[config.mk]
export PLATFORM = sky130hd
export DESIGN_NAME = bnn_seq_engine_flat
export DESIGN_NICKNAME = d
export VERILOG_FILES = /design/src/rtl/bnn_pkg.sv /design/src/rtl/bnn_seq_engine_if.sv /design/src/rtl/bnn_xnor_popcount.sv /design/src/rtl/bnn_seq_engine.sv /design/src/flat_wrapper.sv
export SDC_FILE = /design/constraint.sdc
export NUM_CORES = 1
export LEC_CHECK = 0
export CORE_MARGIN = 1.5
export CORE_UTILIZATION = 25
export CTS_BUF_LIST = sky130_fd_sc_hd__clkbuf_4
export DETAILED_ROUTE_END_ITERATION = 6
export PLACE_DENSITY = 0.5
export SLEW_MARGIN = 40
export SYNTH_ARGS = -nofsm -noshare
export SYNTH_HDL_FRONTEND = slang
export SYNTH_SLANG_ARGS = --single-unit
[constraint.sdc]
create_clock -name clk -period 6.6 [get_ports clk]
set_clock_uncertainty 0.15 [all_clocks]
set_input_delay 0.66 -clock clk [delete_from_list [all_inputs] [get_ports clk]]
set_output_delay 0.66 -clock clk [all_outputs]
set_load 0.1 [all_outputs]
[src/rtl/bnn_pkg.sv]
// Shared types and sizing helpers for the time-multiplexed binary neural network engine.
// Chain layout: hidden fields first, then output fields; each field is weights then threshold (LSB first).
package bnn_pkg;

    typedef enum logic [1:0] {
        IDLE = 2'd0,
        L1   = 2'd1,
        L2   = 2'd2,
        DONE = 2'd3
    } state_t;

    // Offset of the weight and threshold sub-fields within a single neuron field.
    localparam int W_OFS = 0;

    function automatic int clog2(input int v);
        int r;
        r = 0;
        while ((1 << r) < v) r = r + 1;
        return r;
    endfunction

    function automatic int chain_len(input int n_in, input int n_hid, input int n_out, input int tw);
        return n_hid * (n_in + tw) + n_out * (n_hid + tw);
    endfunction

    function automatic int thr_ofs(input int n_fan_in);
        return W_OFS + n_fan_in;
    endfunction

    function automatic int hid_base(input int n_in, input int tw, input int h);
        return h * (n_in + tw);
    endfunction

    function automatic int out_base(input int n_in, input int n_hid, input int tw, input int o);
        return n_hid * (n_in + tw) + o * (n_hid + tw);
    endfunction

endpackage

[src/rtl/bnn_seq_engine_if.sv]
// Control/data bundle between the pins and the BNN engine: config chain, input chunks, start/result handshake.
// The pin side is the master; the engine is the slave.
interface bnn_seq_engine_if #(
    parameter int N_OUT = 8,
    parameter int XW    = 4,
    parameter int XBW   = 1
);
    logic             cfg_en;
    logic             cfg_bit;
    logic             cfg_out;
    logic             x_valid;
    logic [XBW-1:0]   x_bank;
    logic [XW-1:0]    x_data;
    logic             start;
    logic             busy;
    logic             out_valid;
    logic [N_OUT-1:0] y;

    modport master (
        output cfg_en, cfg_bit, x_valid, x_bank, x_data, start,
        input  cfg_out, busy, out_valid, y
    );

    modport slave (
        input  cfg_en, cfg_bit, x_valid, x_bank, x_data, start,
        output cfg_out, busy, out_valid, y
    );

endinterface

[src/rtl/bnn_xnor_popcount.sv]
// One binary neuron, purely combinational: fire = popcount(~(act ^ wgt)) >= thr.
// No latency, no flow control; the count is one bit wider than thr so the compare never wraps.
module bnn_xnor_popcount #(
    parameter int WIDTH = 8,
    parameter int TW    = 4
) (
    input  logic [WIDTH-1:0] act,
    input  logic [WIDTH-1:0] wgt,
    input  logic [TW-1:0]    thr,
    output logic             fire
);

    logic [WIDTH-1:0] agree;
    logic [TW:0]      cnt;

    always_comb begin
        agree = ~(act ^ wgt);
        cnt   = '0;
        for (int i = 0; i < WIDTH; i++) begin
            cnt = cnt + {{TW{1'b0}}, agree[i]};
        end
        fire = (cnt >= {1'b0, thr});
    end

endmodule

[src/rtl/bnn_seq_engine.sv]
// Two-layer BNN evaluating one neuron per cycle; result strobes N_HID+N_OUT+1 cycles after start.
// No backpressure: start is ignored unless IDLE, and cfg_en aborts any computation in flight.
module bnn_seq_engine
    import bnn_pkg::*;
#(
    parameter int N_IN  = 8,
    parameter int N_HID = 8,
    parameter int N_OUT = 8,
    parameter int XW    = 4,
    parameter int TW    = 4
) (
    input  logic              clk,
    input  logic              rst_n,
    bnn_seq_engine_if.slave   bus
);

    localparam int L     = chain_len(N_IN, N_HID, N_OUT, TW);
    localparam int NB    = N_IN / XW;
    localparam int HS    = N_IN + TW;
    localparam int OS    = N_HID + TW;
    localparam int NMAX  = (N_HID > N_OUT) ? N_HID : N_OUT;
    localparam int IW    = (clog2(NMAX) < 1) ? 1 : clog2(NMAX);
    localparam int HIW   = (clog2(N_HID) < 1) ? 1 : clog2(N_HID);
    localparam int OIW   = (clog2(N_OUT) < 1) ? 1 : clog2(N_OUT);
    localparam logic [IW-1:0] HLAST = IW'(N_HID - 1);
    localparam logic [IW-1:0] OLAST = IW'(N_OUT - 1);

    logic [L-1:0]     chain;
    logic [N_IN-1:0]  x;
    logic [N_HID-1:0] hidden;
    logic [N_OUT-1:0] shadow;
    logic [N_OUT-1:0] shadow_fin;
    logic [N_OUT-1:0] y_q;
    state_t           state;
    logic [IW-1:0]    idx;
    logic             busy_q;
    logic             out_valid_q;

    // Field views of the config chain, one entry per neuron.
    logic [N_IN-1:0]  w_h [N_HID];
    logic [TW-1:0]    t_h [N_HID];
    logic [N_HID-1:0] w_o [N_OUT];
    logic [TW-1:0]    t_o [N_OUT];

    for (genvar g = 0; g < N_HID; g++) begin : g_hid
        assign w_h[g] = chain[hid_base(N_IN, TW, g) + W_OFS +: N_IN];
        assign t_h[g] = chain[hid_base(N_IN, TW, g) + thr_ofs(N_IN) +: TW];
    end

    for (genvar g = 0; g < N_OUT; g++) begin : g_out
        assign w_o[g] = chain[N_HID * HS + g * OS + W_OFS +: N_HID];
        assign t_o[g] = chain[N_HID * HS + g * OS + thr_ofs(N_HID) +: TW];
    end

    logic [HIW-1:0] hsel;
    logic [OIW-1:0] osel;
    logic           h_bit;
    logic           o_bit;

    assign hsel = idx[HIW-1:0];
    assign osel = idx[OIW-1:0];

    bnn_xnor_popcount #(.WIDTH(N_IN), .TW(TW)) u_l1 (
        .act  (x),
        .wgt  (w_h[hsel]),
        .thr  (t_h[hsel]),
        .fire (h_bit)
    );

    bnn_xnor_popcount #(.WIDTH(N_HID), .TW(TW)) u_l2 (
        .act  (hidden),
        .wgt  (w_o[osel]),
        .thr  (t_o[osel]),
        .fire (o_bit)
    );

    // The last output bit is folded in so y can load in the same edge that leaves L2.
    always_comb begin
        shadow_fin       = shadow;
        shadow_fin[osel] = o_bit;
    end

    always_ff @(posedge clk) begin
        if (!rst_n) begin
            chain       <= '0;
            x           <= '0;
            hidden      <= '0;
            shadow      <= '0;
            y_q         <= '0;
            state       <= IDLE;
            idx         <= '0;
            busy_q      <= 1'b0;
            out_valid_q <= 1'b0;
        end else begin
            out_valid_q <= 1'b0;
            if (bus.cfg_en) begin
                chain  <= {chain[L-2:0], bus.cfg_bit};
                x      <= '0;
                state  <= IDLE;
                idx    <= '0;
                busy_q <= 1'b0;
            end else begin
                if (bus.x_valid && !busy_q && (int'(bus.x_bank) < NB)) begin
                    x[int'(bus.x_bank) * XW +: XW] <= bus.x_data;
                end
                case (state)
                    IDLE: begin
                        if (bus.start) begin
                            state  <= L1;
                            idx    <= '0;
                            busy_q <= 1'b1;
                        end
                    end
                    L1: begin
                        hidden[hsel] <= h_bit;
                        if (idx == HLAST) begin
                            state <= L2;
                            idx   <= '0;
                        end else begin
                            idx <= idx + 1'b1;
                        end
                    end
                    L2: begin
                        shadow <= shadow_fin;
                        if (idx == OLAST) begin
                            state       <= DONE;
                            idx         <= '0;
                            y_q         <= shadow_fin;
                            out_valid_q <= 1'b1;
                            busy_q      <= 1'b0;
                        end else begin
                            idx <= idx + 1'b1;
                        end
                    end
                    DONE:    state <= IDLE;
                    default: state <= IDLE;
                endcase
            end
        end
    end

    assign bus.cfg_out   = chain[L-1];
    assign bus.busy      = busy_q;
    assign bus.out_valid = out_valid_q;
    assign bus.y         = y_q;

endmodule

[src/flat_wrapper.sv]
// flat-port wrapper written by rule: the top's interface ports become plain ports
module bnn_seq_engine_flat import bnn_pkg::*;
#(
    parameter int N_IN  = 8,
    parameter int N_HID = 8,
    parameter int N_OUT = 8,
    parameter int XW    = 4,
    parameter int TW    = 4
)
  (clk, rst_n, bus_cfg_en, bus_cfg_bit, bus_x_valid, bus_x_bank, bus_x_data, bus_start, bus_cfg_out, bus_busy, bus_out_valid, bus_y);
  bnn_seq_engine_if #(.N_OUT(N_OUT), .XW(XW), .XBW(((clog2((N_IN / XW)) < 1) ? 1 : clog2((N_IN / XW))))) bus_i ();
  input  logic clk;
  input  logic rst_n;
  input wire logic [$bits(bus_i.cfg_en)-1:0] bus_cfg_en;
  input wire logic [$bits(bus_i.cfg_bit)-1:0] bus_cfg_bit;
  input wire logic [$bits(bus_i.x_valid)-1:0] bus_x_valid;
  input wire logic [$bits(bus_i.x_bank)-1:0] bus_x_bank;
  input wire logic [$bits(bus_i.x_data)-1:0] bus_x_data;
  input wire logic [$bits(bus_i.start)-1:0] bus_start;
  output wire logic [$bits(bus_i.cfg_out)-1:0] bus_cfg_out;
  output wire logic [$bits(bus_i.busy)-1:0] bus_busy;
  output wire logic [$bits(bus_i.out_valid)-1:0] bus_out_valid;
  output wire logic [$bits(bus_i.y)-1:0] bus_y;
  assign bus_i.cfg_en = bus_cfg_en;
  assign bus_i.cfg_bit = bus_cfg_bit;
  assign bus_i.x_valid = bus_x_valid;
  assign bus_i.x_bank = bus_x_bank;
  assign bus_i.x_data = bus_x_data;
  assign bus_i.start = bus_start;
  assign bus_cfg_out = bus_i.cfg_out;
  assign bus_busy = bus_i.busy;
  assign bus_out_valid = bus_i.out_valid;
  assign bus_y = bus_i.y;
  bnn_seq_engine #(.N_IN(N_IN), .N_HID(N_HID), .N_OUT(N_OUT), .XW(XW), .TW(TW)) u_core (.clk(clk), .rst_n(rst_n), .bus(bus_i));
endmodule
# [Yosys cells after proc, flatten, opt, wreduce, memory -nomap -nowiden]
# Index checks and enable logic that the tools add are counted.
[word_totals] regBits=231 elab_cells=90
[classes] add_sub_neg=16 n_lt_le_gt_ge=5 eq_ne=7 shifts=2 muxes=28 bitwise=8 n_reduce_logical=15
[op_table] op="$bmux 8 s3" n=2
[op_table] op="$neg 3->33" n=1
[op_table] op="$shift 4x33->8 const A" n=1
[op_table] op="$shiftx 4x33->8" n=1
[op_table] op="$mux 8" n=4
[op_table] op="$add 5x1->5" n=6
[op_table] op="$bmux 4 s3" n=2
[op_table] op="$bwmux 8" n=3
[op_table] op="$mux 4" n=4
[op_table] op="$not 8->8" n=2
[op_table] op="$xor 8x8->8" n=2
[op_table] op="$add 4x1->5" n=2
[op_table] op="$ge 5x4->1" n=2
[op_table] op="$reduce_and 3->1" n=3
[op_table] op="$add 3x1->4" n=2
[op_table] op="$pmux 2 s4" n=1
[op_table] op="$add 2x1->3" n=2
[op_table] op="$mux 2" n=3
[op_table] op="$mux 3" n=2
[op_table] op="$pmux 3 s2" n=1
[op_table] op="$reduce_and 2->1" n=3
[op_table] op="$add 1x1->2" n=2
[op_table] op="$eq 2x2->1 const B" n=2
[op_table] op="$ge 4x4->1 const B" n=1
[op_table] op="other kinds (18)" n=27

# [Logic depth before layout (Yosys ltp)]
# Gate-level depths: netlist (run 1).
[depth] word_depth=15 mapped_depth=20 mapped_depth_nobuf=17

# [Hierarchy]
# From an unflattened synthesis (run 1), not the netlist that was laid out.
[hier_totals] cells_unflattened=1034 hier_area_um2=11192.0
[by_module_without_submodules] module="bnn_seq_engine" n_inst=1 cells_each=958 area_each_um2=10523.8 seq_area_each_um2=4624.4
[by_module_without_submodules] module="bnn_xnor_popcount" n_inst=2 cells_each=38 area_each_um2=334.1 seq_area_each_um2=0.0

# [Worst setup path after synthesis (run 1)]
# No wires, ideal clock.
[synth_timing] path_type="register to register" start="reg u_core.idx[1] (netlist: u_core.hsel[1])" end="reg u_core.y_q[3] (netlist: u_core.bus.y[3])" setup_time_ns=0.118 arrival_ns=5.092 required_ns=6.332 setup_slack_ns=1.240 path_stages_with_launch=20 n_path_buf=2 path_cell_list="dfxtp_1 -> buf_6 -> buf_6 -> mux2_1 -> a221oi_1 -> o221ai_1 -> xnor2_1 -> fa_1 -> inv_1 -> fa_1 -> fa_1 -> inv_1 -> ha_1 -> fa_1 -> xor2_1 -> ha_1 -> and3_1 -> a221o_1 -> mux2_2 -> a22o_1"
[synth_between] elab_chain_cells=15
[synth_rtl] element="from (decl)" line="bnn_seq_engine.sv:35" text="logic [IW-1:0] idx;"
[synth_rtl] element="from (signal assigned)" line="bnn_seq_engine.sv:120" text="idx <= idx + 1'b1;"
[synth_rtl] element="from (signal assigned)" line="bnn_seq_engine.sv:132" text="idx <= idx + 1'b1;"
[synth_rtl] element="$not 3->4 (implied by the code)" line="bnn_seq_engine.sv:72, bnn_seq_engine.sv:73"
[synth_rtl] element="$bmux 8 s3" line="bnn_seq_engine.sv:72" text=".wgt (w_o[osel]),"
[synth_rtl] element="$mux 8 (implied by the code) (2 in a row)" line="bnn_seq_engine.sv:72"
[synth_rtl] element="$xor 8x8->8" line="bnn_xnor_popcount.sv:17" text="agree = ~(act ^ wgt);"
[synth_rtl] element="$not 8->8" line="bnn_xnor_popcount.sv:17"
[synth_rtl] element="$add 1x1->2" line="bnn_xnor_popcount.sv:20" text="cnt = cnt + {{TW{1'b0}}, agree[i]};"
[synth_rtl] element="$add 2x1->3" line="bnn_xnor_popcount.sv:20"
[synth_rtl] element="$add 3x1->4" line="bnn_xnor_popcount.sv:20"
[synth_rtl] element="$add 4x1->5" line="bnn_xnor_popcount.sv:20"
[synth_rtl] element="$add 5x1->5 (3 in a row)" line="bnn_xnor_popcount.sv:20"
[synth_rtl] element="$ge 5x4->1" line="bnn_xnor_popcount.sv:22" text="fire = (cnt >= {1'b0, thr});"
[synth_rtl] element="$bwmux 8" line="bnn_seq_engine.sv:80" text="shadow_fin[osel] = o_bit;"
[synth_rtl] element="to (signal assigned)" line="bnn_seq_engine.sv:128" text="y_q <= shadow_fin;"
[synth_rtl] element="to (decl)" line="bnn_seq_engine.sv:33" text="logic [N_OUT-1:0] y_q;"
# Parallel ways exist; a longest one is shown, timed or not. The select of a mux whose other input is x is not followed.
# A chain may end at the register's enable or synchronous reset.

# [Final worst setup path (run 1)]
[layout_timing] start="reg u_core.idx[0] (netlist: u_core.hsel[0])" end="reg u_core.hidden[5]"
[layout_between] elab_chain_cells=15
[layout_rtl] element="$not 3->4 (implied by the code)" line="bnn_seq_engine.sv:65, bnn_seq_engine.sv:66"
[layout_rtl] element="$bmux 8 s3" line="bnn_seq_engine.sv:65" text=".wgt (w_h[hsel]),"
[layout_rtl] element="$mux 8 (implied by the code) (2 in a row)" line="bnn_seq_engine.sv:65"
[layout_rtl] element="$xor 8x8->8" line="bnn_xnor_popcount.sv:17"
[layout_rtl] element="$not 8->8" line="bnn_xnor_popcount.sv:17"
[layout_rtl] element="$add 1x1->2" line="bnn_xnor_popcount.sv:20"
[layout_rtl] element="$add 2x1->3" line="bnn_xnor_popcount.sv:20"
[layout_rtl] element="$add 3x1->4" line="bnn_xnor_popcount.sv:20"
[layout_rtl] element="$add 4x1->5" line="bnn_xnor_popcount.sv:20"
[layout_rtl] element="$add 5x1->5 (3 in a row)" line="bnn_xnor_popcount.sv:20"
[layout_rtl] element="$ge 5x4->1" line="bnn_xnor_popcount.sv:22"
[layout_rtl] element="$bwmux 8 (*)" line="bnn_seq_engine.sv:115" text="hidden[hsel] <= h_bit;"
[layout_rtl] element="to (signal, indexed assignment)" line="bnn_seq_engine.sv:115"
[layout_rtl] element="to (decl)" line="bnn_seq_engine.sv:30" text="logic [N_HID-1:0] hidden;"
# Mark *: on every way between the ends. The rest lies on a longest branch, timed or not. The select of a mux whose other input is x is not followed.

==> flow_summary_export.csv, run 1 <==
group,metric,value,unit
status,outcome,"finished clean",
finish,nets,1107,
sta,worst_pin_slew,776,ps
setup_path,critPathMaxFanout,43,
sta,worst_hold_slack,268,ps
sta,setup_viol,0,
synth,yosys.area.top_type_share,0.438,
global_routing,grt_overflow_total,0,
synth,synth_top_area_cell,"dfxtp_1",
sta,fin_setup_tns,0,ps
setup_path,r2r_start,"u_core.hsel[0]$_SDFFE_PP0P_",
sta,slew_headroom,0.482,
floorplan,initial_core_util,0.252,
finish,final_area,12100,µm²
clock_tree,hold_buffers,0,
global_routing,grt_pass1_vias,7608,
floorplan,dieWidth,209,µm
clock_tree,cts_tree,"yes",
placed_design,dpl_cell_area,11200,µm²
synth,ys_seq_area_frac,0.438,
pwr,ir_drop,0.101,mV
sta,fin_ws,794,ps
finish,nFillCells,4384,
clock_tree,cts-root-buf,"clkbuf_4",
routing,first_pass_iters,6,
finish,synthToLayoutAreaGrowth,14.2,%
sta,hold_violations,0,
synth,ys_ff_latch,231,
worst_hold_path,hp-start,"bus_cfg_en",
clock_tree,ctsHtreeMaxLevel,2,
global_routing,grt_pass1_wl,44600,µm
setup_path,startpoint,"u_core.hsel[0]$_SDFFE_PP0P_",
routing,drt-vias-per-instance,4.64,
placed_design,gp_congestion,0.793,
setup_path,worst_setup_path_start_kind,"flip-flop",
floorplan,ios,22,
setup_path,worstPathRequired,7120,ps
pwr,power.total,2880,µW
setup_path,criticalPathCategory,"flip-flop to flip-flop",
job,maxCapViolCount,0,
finish,final_cell_mix,"dfxtp_1 (228), nor2_1 (225), mux2i_1 (218), clkbuf_4 (96), mux2_2 (22)",
synth,post_synth.cell_area_avg,10.1,µm²
clock_tree,cts_buffer_depth,3,
finish,seq_area,4630,µm²
floorplan,num_rows,75,
clock_tree,cts_setup_buffers,0,
synth,syn_nets,1079,
synth,synth-edff-count,0,
placed_design,pre_cts_slack,767,ps
setup_path,crit_arrival,6330,ps
pwr,power-per-cell-area,239,nW/µm²
floorplan,core,41900,µm²
global_routing,grt_use_total,0.130,
routing,vias,7669,
placed_design,dpl.hpwl,18900,µm
routing,drt_iter0_markers,480,
synth,synth_cell_types,62,
routing,totalWireLength,28000,µm
worst_hold_path,hp-class,"input port to flip-flop",
clock_tree,cts.clk_slew.worst_paths,70,ps
global_routing,grt_max_degree,109,
clock_tree,clock_sinks,231,
routing,drc_errors,0,
sta,fmax,172,MHz
finish,final_common_cell,"dfxtp_1",
clock_tree,insertion_delay,730,ps
setup_path,end_kind,"flip-flop",
clock_tree,cts_buffers,61,
pwr,p_leak,0.00499,µW
synth,yosys_most_used_dff,"dfxtp_1",
sta,finalCritPeriodShare,0.880,
sta,period_needed,5810,ps
placed_design,portBuffers,21,
synth,synth_area_leaders,"dfxtp_1 (44%), mux2i_1 (21%), nor2_1 (8.0%)",
synth,ys.warnings.count,0,
routing,ant_nets,0,
floorplan,dieArea,43500,µm²
finish,drive_above_1_share,0.164,
routing,routedWlPerCell,17.0,µm
sta,drv_slew,0,
finish,multiInputGateArea,5510,µm²
global_routing,antenna_found_initial,1,
floorplan,die_height,209,µm
synth,syn_area,10600,µm²
synth,async_flop_share,0,
synth,synth_cells,1041,
sta,rsz0062_at_grt,"no",
clock_tree,cts_resized,0,
## state kept, by name, indices dropped and copies added (netlist names)
signal                flops
u_core.state              2
u_core.hidden             8
u_core.x                  8
u_core.chain            192
u_core.bus.busy           1
u_core.bus.out_valid      1
u_core.shadow             8
u_core.bus.y              8
u_core.hsel               3
## power by group
group          switching (µW)  internal, µW  leakage, µW
clock network             588           728     0.000485
logic                    99.3          65.8      0.00264
registers                4.08          1400      0.00186
total                     692          2190      0.00499
## metrics by stage
| stage | std cells | utilization |
|---|---|---|
| final | 1652 | 0.288 |
| after global placement | 1543 | 0.269 |
| after global routing | 1652 | 0.288 |
| after floorplan | 1041 | - |
| after detailed placement | 1545 | 0.269 |
| after CTS | 1651 | 0.288 |
## cells by family (layout without fill, tap and decap cells)
logic type      count (synthesis)  count (layout)  synth area share
fa+ha+maj                      27              27            0.0377
other cells                     0               1                 0
flops                         231             231             0.438
xor+xnor                       18              18            0.0149
mux                           253             253             0.255
buf+inv                        94             165            0.0403
simple gates                  284             284             0.115
compound gates                134             134            0.0991
## final timing paths
path,slack [ps],end,cells past startpoint
worst min register to register,300,u_core.bus.y[1]$_SDFFE_PN0P_,2
worst max register to register,790,u_core.hidden[5]$_SDFFE_PN0P_,17
worst max-delay path,790,u_core.hidden[5]$_SDFFE_PN0P_,17
worst min-delay path,270,u_core.chain[115]$_SDFFE_PN0P_,3
## cell type report
cell class	count	area share
multi-input cells	716	0.457
well taps	539	0.0559
repair buffers	40	0.0300
clock buffers	96	0.0597
clock inverters	10	0.00747
flip-flops and latches	231	0.384
inverters	19	0.00633
diodes	1	0.000207
## metal layers
| layer | up-vias | part of all wire | track usage |
|---|---|---|---|
| met3 | 40 | 0.044 | 0.0242 |
| met1 | 3692 | 0.51 | 0.185 |
| met4 | 0 | 0.021 | 0.0473 |
| met5 | - | 0 | 0 |
| li1 | 3787 | - | - |
| met2 | 150 | 0.43 | 0.193 |
## critical path, stage by stage, from the launching register on
cell	delay [ps]
dfxtp_2	540
buf_4	550
mux2_2	400
a22oi_1	140
o221ai_1	170
xnor2_1	190
fa_1	510
inv_1	50
fa_1	500
fa_1	540
inv_1	50
ha_1	210
fa_1	380
xor2_1	160
ha_1	270
o21ai_0	60
o21ai_1	550
o221a_2	300
## cell usage after synthesis, drive strengths merged, types with 2 or more instances
master	count
a311oi	3
nand2	14
o21ai	15
nor2	226
buf	49
o21bai	2
ha	19
a21boi	2
o211ai	4
nor2b	9
o311a	2
nor3b	2
clkbuf	26
o22ai	6
mux4	10
a32oi	5
nand3b	4
a22o	17
a221oi	19
and3b	6
a32o	2
a221o	5
and2	3
nand3	2
a211oi	7
fa	8
o221a	5
o221ai	4
nor3	4
xnor2	8
inv	19
mux2	25
nand2b	10
mux2i	218
a21oi	17
a22oi	11
xor2	10
dfxtp	231
or2	2
No activity file was read; power rests on OpenSTA's default activity.
==> inputs of run 2 (changes only) <==
--- a/config.mk
+++ b/config.mk
@@ -5,9 +5,9 @@
 export SDC_FILE = /design/constraint.sdc
 export NUM_CORES = 1
 export LEC_CHECK = 0
-export CORE_MARGIN = 1.5
+export CAP_MARGIN = 40
 export CORE_UTILIZATION = 25
-export CTS_BUF_LIST = sky130_fd_sc_hd__clkbuf_4
+export CTS_BUF_LIST = sky130_fd_sc_hd__clkbuf_8
 export DETAILED_ROUTE_END_ITERATION = 6
 export PLACE_DENSITY = 0.5
 export SLEW_MARGIN = 40
==> run 2 against run 1 <==
Effect of this change: clock power about the same; first-iteration DRC count increased by 17%; critical path depth unchanged; fmax increased by 0.26%; global-route usage increased by 0.12 points; sequential share of layout area increased by 0.17 points; via count decreased by 1.3%; sequential power about the same; count of clock-buffer cells in the layout decreased by 42; setup slack improved by 15 ps; die area decreased by 0.96%.
==> flow_summary_export.csv, run 2 (synthesis gave the netlist of run 1 again) <==
group,metric,value,unit
floorplan,core,41200,µm²
setup_path,criticalPathCategory,"flip-flop to flip-flop",
pwr,pwr-share-seq,0.482,
finish,final_common_cell,"dfxtp_1",
placed_design,dp.cells,1537,
placed_design,dpl_cell_area,11200,µm²
job,maxCapViolCount,0,
sta,fin_setup_tns,0,ps
floorplan,ios,22,
setup_path,slowest_delay,570,ps
clock_tree,hold_buffers,0,
clock_tree,ctsHtreeMaxLevel,2,
pwr,p_sw,685,µW
global_routing,grt_use_total,0.131,
finish,regMostFlops,"u_core.chain",
routing,wl_met1,14400,µm
pwr,switching_share,0.235,
clock_tree,clock_sinks,231,
clock_tree,cts_tree,"yes",
setup_path,crit_arrival,6110,ps
finish,final_area,12000,µm²
pwr,combPwrFrac,0.056,
placed_design,dpl.hpwl,18900,µm
setup_path,worstPathRequired,6920,ps
floorplan,die_height,208,µm
sta,drv_slew,0,
sta,fmax,173,MHz
pwr,p_clk_frac,0.462,
clock_tree,cts.clk_slew.worst_paths,60,ps
setup_path,crit_buf_inv,3,
finish,final_cell_mix,"dfxtp_1 (228), nor2_1 (225), mux2i_1 (218), clkbuf_8 (54), inv_1 (27)",
routing,routedWlPerCell,17.7,µm
routing,ant_nets,0,
clock_tree,cts-root-buf,"clkbuf_8",
setup_path,critical-path-top-delay-family,"adder cells",
clock_tree,cts_setup_buffers,0,
global_routing,grt_overflow_total,0,
setup_path,r2r_cells,17,
sta,rsz0062_at_grt,"no",
placed_design,gp_congestion,0.801,
floorplan,dieWidth,208,µm
global_routing,grt_max_degree,130,
placed_design,portBuffers,21,
setup_path,crit_slowest_cell,"buf_4",
sta,setup_viol,0,
routing,wl_met2,11900,µm
finish,synthToLayoutAreaGrowth,13.7,%
routing,drc_errors,0,
sta,finalCritPeriodShare,0.877,
routing,drt-vias-per-instance,4.72,
finish,nets,1086,
setup_path,r2r_slack,810,ps
global_routing,grt_pass1_wl,44600,µm
floorplan,dieArea,43100,µm²
floorplan,num_rows,74,
setup_path,crit_path_frequent_cell,"fa_1",
global_routing,grt_pass1_vias,7377,
status,outcome,"finished clean",
worst_hold_path,hp-class,"flip-flop to flip-flop",
global_routing,antenna_found_initial,2,
clock_tree,cts_buffer_depth,3,
routing,vias,7570,
setup_path,worst_setup_path_start_kind,"flip-flop",
setup_path,critPathMaxFanout,43,
sta,hold_violations,0,
routing,dr_wl_met3,1330,µm
sta,period_needed,5790,ps
finish,largest_reg_flops,192,
sta,slew_headroom,0.442,
pwr,ir_drop,0.0802,mV
clock_tree,cts_resized,0,
finish,fin_cells,1605,
pwr,intPower,2220,µW
clock_tree,insertion_delay,530,ps
routing,drt_iter0_markers,560,
finish,fin_util,0.291,
setup_path,path_cells,"buf_4 > mux2_2 > a22oi_1 > o221ai_1 > xnor2_1 > fa_1 > inv_1 > fa_1 > fa_1 > inv_1 > ha_1 > fa_1 > xor2_1 > ha_1 > o21ai_0 > o21ai_1 > o221a_2",
setup_path,end_kind,"flip-flop",
pwr,power.total,2910,µW
routing,totalWireLength,28300,µm
pwr,p_leak,0.00494,µW
sta,worst_pin_slew,837,ps
routing,topRoutingLayerUsed,"met5",
pwr,power-per-cell-area,242,nW/µm²
clock_tree,cts_buffers,41,
worst_hold_path,whs_path_depth,2,
routing,first_pass_iters,4,
floorplan,initial_core_util,0.256,
finish,nFillCells,4289,
setup_path,cp.depth,17,
finish,drive_above_1_share,0.131,
run 2: metrics by stage:
step	setup WS (ps)	hold WS, ps
5_1_grt	523	331
4_1_cts	768	301
2_1_floorplan	1240	324
3_5_place_dp	781	290
6_report	809	299
3_3_place_gp	840	287
run 2: cell type report:
class | count | area [µm²] | share of cell area
Multi-Input combinational cell | 716 | 5510 | 0.459
Sequential cell | 231 | 4630 | 0.385
Clock buffer | 54 | 743 | 0.0619
Tap cell | 532 | 666 | 0.0554
Timing Repair Buffer | 39 | 303 | 0.0252
Clock inverter | 13 | 78.8 | 0.00656
Inverter | 19 | 78.8 | 0.00656
Antenna cell | 1 | 2.50 | 0.000208
run 2: worst paths after layout:
path | end | start
worst max-delay path | u_core.hidden[2]$_SDFFE_PN0P_ | u_core.hsel[0]$_SDFFE_PP0P_
worst max register to register | u_core.hidden[2]$_SDFFE_PN0P_ | u_core.hsel[0]$_SDFFE_PP0P_
worst min-delay path | u_core.bus.y[4]$_SDFFE_PN0P_ | u_core.bus.y[4]$_SDFFE_PN0P_
worst min register to register | u_core.bus.y[4]$_SDFFE_PN0P_ | u_core.bus.y[4]$_SDFFE_PN0P_
run 2: worst register-to-register path: stages (launching register included):
cell and delay, ps:
dfxtp_2 550, buf_4 570, mux2_2 420, a22oi_1 140, o221ai_1 150, xnor2_1 180
fa_1 510, inv_1 50, fa_1 500, fa_1 550, inv_1 40, ha_1 220
fa_1 380, xor2_1 150, ha_1 270, o21ai_0 70, o21ai_1 530, o221a_2 310
run 2: metal layers:
metal | GRT usage | vias up
met2 | 0.192 | 156
met5 | 0 | -
li1 | - | 3707
met4 | 0.0430 | 2
met3 | 0.0268 | 59
met1 | 0.189 | 3646
run 2: power by group through the flow:
| stage | Combinational [µW] | Sequential [µW] | Clock, µW |
|---|---|---|---|
| after global placement | 162 | 1430 | 0 |
| after floorplan | 126 | 1430 | 0 |
| after detailed placement | 164 | 1430 | 0 |
| after global routing | 178 | 1400 | 1460 |
| after CTS | 164 | 1400 | 1390 |
| final | 163 | 1400 | 1340 |
